--- config.mk ---
export PLATFORM = sky130hd
export DESIGN_NAME = twiddle_addr_gen
export DESIGN_NICKNAME = d
export VERILOG_FILES = /design/src/rtl/twiddle_addr_gen.sv
export SDC_FILE = /design/constraint.sdc
export NUM_CORES = 1
export LEC_CHECK = 0
export ABC_AREA = 1
export BUFFER_PORTS_ARGS = -buffer_cell sky130_fd_sc_hd__buf_2
export CAP_MARGIN = 20
export CORE_MARGIN = 4
export CORE_UTILIZATION = 43
export DETAILED_ROUTE_END_ITERATION = 7
export PLACE_DENSITY = 0.65
export SLEW_MARGIN = 20
export SYNTH_ARGS = -nofsm -noshare
export SYNTH_HDL_FRONTEND = slang
export SYNTH_SLANG_ARGS = --single-unit
export TNS_END_PERCENT = 50
--- constraint.sdc ---
create_clock -name CLK -period 3.6 [get_ports CLK]
set_input_delay 0 -clock CLK [delete_from_list [all_inputs] [get_ports CLK]]
set_output_delay 0 -clock CLK [all_outputs]
set_load 0.03 [all_outputs]
--- src/rtl/twiddle_addr_gen.sv ---
// Twiddle ROM read sequencer for a radix-2 DIT FFT: one address per butterfly, all stages.
// Latency: Start sampled in IDLE -> first address valid on the next edge; then up to one address per cycle.
// Backpressure: Addr_ready low holds the current beat stable; Abort drops it on the next edge.
//
// Ports:
//   CLK, RST          clock (rising edge) and asynchronous active-high reset
//   Start, Abort      begin a sweep (IDLE only) / abandon the sweep in progress (RUN only)
//   Addr_ready        consumer accepts the current beat
//   Addr_valid        Address/Stage/Bfly_idx/Stage_last are valid
//   Address           twiddle exponent for (Stage, Bfly_idx), zero-extended
//   Stage, Bfly_idx   stage s and butterfly k of the current beat
//   Stage_last        current beat is the last butterfly of its stage
//   Busy, Done        sweep in progress / one-cycle pulse after the final transfer
module twiddle_addr_gen #(
  parameter int LOG2_NFFT  = 5,
  parameter int DATA_WIDTH = 16
) (
  input  logic                  CLK,
  input  logic                  RST,
  input  logic                  Start,
  input  logic                  Abort,
  input  logic                  Addr_ready,
  output logic                  Addr_valid,
  output logic [DATA_WIDTH-1:0] Address,
  output logic [LOG2_NFFT-1:0]  Stage,
  output logic [LOG2_NFFT-2:0]  Bfly_idx,
  output logic                  Stage_last,
  output logic                  Busy,
  output logic                  Done
);

  localparam int SW = LOG2_NFFT;
  localparam int KW = LOG2_NFFT - 1;
  localparam logic [KW-1:0] K_LAST = '1;                 // N/2-1
  localparam logic [SW-1:0] S_LAST = SW'(LOG2_NFFT - 1);

  typedef enum logic [1:0] {
    ST_IDLE = 2'd0,
    ST_RUN  = 2'd1,
    ST_DONE = 2'd2
  } state_t;

  state_t                  state_q, state_d;
  logic [SW-1:0]           s_q, s_d;
  logic [KW-1:0]           k_q, k_d;

  logic                    valid_q, valid_d;
  logic                    busy_q, busy_d;
  logic                    done_q, done_d;
  logic                    last_q, last_d;
  logic [DATA_WIDTH-1:0]   addr_q, addr_d;
  logic [SW-1:0]           stage_q, stage_d;
  logic [KW-1:0]           bfly_q, bfly_d;

  // Exponent for butterfly k of stage s: (k mod 2**s) scaled up so that
  // every stage indexes the same N/2-entry ROM.
  function automatic logic [KW-1:0] twiddle(input logic [SW-1:0] s, input logic [KW-1:0] k);
    logic [SW-1:0] mask;
    logic [KW-1:0] j;
    logic [SW-1:0] sh;
    mask = (SW'(1) << s) - SW'(1);
    j    = k & mask[KW-1:0];
    sh   = S_LAST - s;
    return j << sh;
  endfunction

  // State and output registers. Outputs are computed from next-state values
  // so every port comes straight from a flop.
  always_ff @(posedge CLK or posedge RST) begin
    if (RST) begin
      state_q <= ST_IDLE;
      s_q     <= '0;
      k_q     <= '0;
      valid_q <= 1'b0;
      busy_q  <= 1'b0;
      done_q  <= 1'b0;
      last_q  <= 1'b0;
      addr_q  <= '0;
      stage_q <= '0;
      bfly_q  <= '0;
    end else begin
      state_q <= state_d;
      s_q     <= s_d;
      k_q     <= k_d;
      valid_q <= valid_d;
      busy_q  <= busy_d;
      done_q  <= done_d;
      last_q  <= last_d;
      addr_q  <= addr_d;
      stage_q <= stage_d;
      bfly_q  <= bfly_d;
    end
  end

  // Next-state and counter advance. In RUN, valid is always high, so
  // Addr_ready alone marks a transfer.
  always_comb begin
    state_d = state_q;
    s_d     = s_q;
    k_d     = k_q;
    case (state_q)
      ST_IDLE: begin
        if (Start) begin
          state_d = ST_RUN;
          s_d     = '0;
          k_d     = '0;
        end
      end
      ST_RUN: begin
        if (Abort) begin
          state_d = ST_IDLE;
          s_d     = '0;
          k_d     = '0;
        end else if (Addr_ready) begin
          if (k_q == K_LAST) begin
            k_d = '0;
            if (s_q == S_LAST) begin
              state_d = ST_DONE;
              s_d     = '0;
            end else begin
              s_d = s_q + SW'(1);
            end
          end else begin
            k_d = k_q + KW'(1);
          end
        end
      end
      ST_DONE: begin
        state_d = ST_IDLE;
      end
      default: begin
        state_d = ST_IDLE;
        s_d     = '0;
        k_d     = '0;
      end
    endcase
  end

  // Output decode from the next state, registered above.
  always_comb begin
    valid_d = (state_d == ST_RUN);
    busy_d  = (state_d == ST_RUN);
    done_d  = (state_d == ST_DONE);
    last_d  = 1'b0;
    addr_d  = '0;
    stage_d = '0;
    bfly_d  = '0;
    if (state_d == ST_RUN) begin
      last_d  = (k_d == K_LAST);
      addr_d  = DATA_WIDTH'(twiddle(s_d, k_d));
      stage_d = s_d;
      bfly_d  = k_d;
    end
  end

  assign Addr_valid = valid_q;
  assign Busy       = busy_q;
  assign Done       = done_q;
  assign Stage_last = last_q;
  assign Address    = addr_q;
  assign Stage      = stage_q;
  assign Bfly_idx   = bfly_q;

endmodule
==> metrics.txt <==
Fin. Hold Viols=0; WL met3=156 microns; post-place instance area=1770 sq um; smallest hold slack=0.0617 ns; crit path max fanout=7; top cell type's share of synthesized area=40.6%; aggregate routed wire length=3.18 mm; Leak=0.00106 uW; vias per inst=4.64; Initial Util=45.1%; global route total overflow=0; number of I/O pins=34; Tmin final=2.54 ns; Fin Setup TNS=0 ns; clock tree root driver cell=clkbuf_8; fin. max-slew vios=0; fin nets=244; initial antenna violation count=0; f_max=394 MHz; Detailed Routing Iterations Pass 1=4; GP Congestion=0.849; Fin Clk Skew=0.00756 ns; status=completed; Die X=70.2 microns; register area share after synthesis=40.6%; Worst Path Required=3.81 ns; DR WL met2=1.53 mm; CTS sink cnt=27; most frequent cells after synthesis=39 x nand2_1, 34 x inv_1, 27 x dfrtp_1, 20 x nor2_1, 16 x nand3_1; Mapped Area=1660 sq um; Max VDD drop=123 uV; port bufs=21; ratio of final minimum period to clock period=70.4%; Synth Instances=208; FF+latch count, synth=27; core area=3690 sq um; Clock Path Buffers=2; Post-DRT Antenna Nets=0; max_cap viols=0; unrepaired setup endpoints after global routing=no; wire per inst=11.3 microns; clk slew on worst S/H paths=0.10 ns; type of origin of the critical path=flop; ant diodes=0; average cell area after synthesis=7.99 sq um; Max-Slew Margin vs Limit=62.2%; initial drt markers=71; WL met1=1.47 mm; final setup fails=0; top sig layer=met4; hold path start=Addr_ready; largest net degree at the start of global routing=28; DR vias=1304; FF-to-FF Start=s_q[0]$_DFF_PP0_; synth warn=0; Area Growth Syn to Fin=10.7%; largest area contributor in the netlist=dfrtp_1; pwr dens=312 nW/um^2; final instance area=1840 sq um; clk_lat worst skew=0.27 ns; total global-route track usage=13.7%; Post-route DRC=0; leading post-synthesis cells by cell area=dfrtp_1 41%, nand2_1 8.8%, inv_1 7.7%; crit path from=s_q[0]$_DFF_PP0_; Post-synth EDFFs=0; Design Power=574 uW; most numerous cell in the Yosys netlist=nand2_1; die area=4930 sq um; crit path kind=flop to flop; CP arrival=2.74 ns; vias in the first global route=1241; async set-or-reset flop fraction in the synthesized netlist=100%; transition time of the tightest slew-check pin=0.565 ns; number of fill cells=385; layout cells sized above 1=23.2%; Final Worst Setup Slack=1.06 ns; ys flop type=dfrtp_1; Die H=70.2 microns; Post-DP HPWL=2.50 mm; CTS buffer count=3; HP Class=primary input to flop; CTS tree=built; post-synth cell types=25; Place WS=1.10 ns; cell row count=22; first-pass GRT wire length=5.59 mm; CP Capture Type=flop; CTS H-tree lvls=1; buffer count from post-CTS setup fixing=0
==> what timing repair did <==
item / in CTS / in global routing
hold buffers: 1 / 1
resized for setup: 0 / 0
endpoints found under the hold margin: 1 / 27
==> critical path, cell delays in order, from the launching register on <==
cell,delay (ns)
dfrtp_1,0.45
inv_1,0.10
ha_1,0.15
nand2_1,0.06
nor2_1,0.21
nand2_2,0.12
nand2_4,0.10
nand2_1,0.06
nand2_2,0.10
nand2_4,0.06
nor2_2,0.18
nand4_1,0.11
ha_1,0.30
nor2_1,0.14
nand3_1,0.11
nand2_1,0.08
nor2_1,0.04
nor2_1,0.09
==> kinds of logic after synthesis <==
kind of cell               count (synthesis)  share of synthesized area (%)
AOI/OAI and AO/OA                         20                           7.15
other                                      1                          0.226
DFF                                       27                           40.6
adders and majority gates                  5                           3.76
and+or+nand+nor                          106                           34.2
buffers and inverters                     49                           14.0
==> per-stage QoR <==
stage,std cells,util (%)
floorplan,219,-
global placement,275,48.0
finish,281,49.9
detailed placement,275,48.0
global route,281,49.9
CTS,280,49.6
==> worst paths after layout <==
| kind | to | slack [ns] | cells after the start |
|---|---|---|---|
| max | Address[3]$_DFF_PP0_ | 1.06 | 17 |
| min reg2reg | Bfly_idx[2]$_DFF_PP0_ | 0.58 | 1 |
| max reg2reg | Address[3]$_DFF_PP0_ | 1.06 | 17 |
| max in group asynchronous | Stage[2]$_DFF_PP0_ | 2.90 | 3 |
| min in group asynchronous | Address[2]$_DFF_PP0_ | 0.32 | 3 |
| min | Stage[0]$_DFF_PP0_ | 0.06 | 2 |
==> layer usage <==
| layer | vias up | global-route usage [%] |
|---|---|---|
| li1 | 671 | - |
| met1 | 600 | 19.1 |
| met2 | 31 | 22.7 |
| met3 | 2 | 2.01 |
| met4 | 0 | 2.55 |
| met5 | - | 0 |
==> power by group <==
part           internal (uW)  switching, uW  total [uW]
Combinational           16.7           63.9        80.6
Sequential               311           5.25         316
Clock                   78.5           98.5         177
==> registers in the layout, indices dropped and copies added (netlist names) <==
register,cells
Stage,5
s_q,5
Address,4
Bfly_idx,4
k_q,4
state_q,2
Busy,1
Done,1
Stage_last,1
==> layout by cell type, fill, tap and decap left out, types with 2 or more instances in the layout <==
| cell type | instances |
|---|---|
| conb_1 | 12 |
| dlygate4sd3_1 | 2 |
| buf_2 | 21 |
| nand2_4 | 3 |
| nand2_1 | 39 |
| nand4_1 | 4 |
| o21ai_0 | 7 |
| nor2_2 | 2 |
| dfrtp_1 | 27 |
| inv_1 | 33 |
| nor2_8 | 3 |
| a21oi_1 | 9 |
| nand3_1 | 16 |
| ha_1 | 5 |
| nand2_2 | 13 |
| clkbuf_8 | 3 |
| inv_2 | 3 |
| nor3_1 | 2 |
| nor2_1 | 20 |
==> final cells by class <==
| type | instances | area, sq um | area share [%] |
|---|---|---|---|
| clock buffer | 3 | 41.3 | 2.24 |
| clock inverter | 1 | 7.51 | 0.408 |
| inverter | 36 | 135 | 7.34 |
| multi-input combinational | 143 | 796 | 43.2 |
| sequential | 27 | 676 | 36.7 |
| tap | 48 | 60.1 | 3.26 |
| timing repair buffer | 23 | 125 | 6.80 |
(Power assumes the default switching activity.)
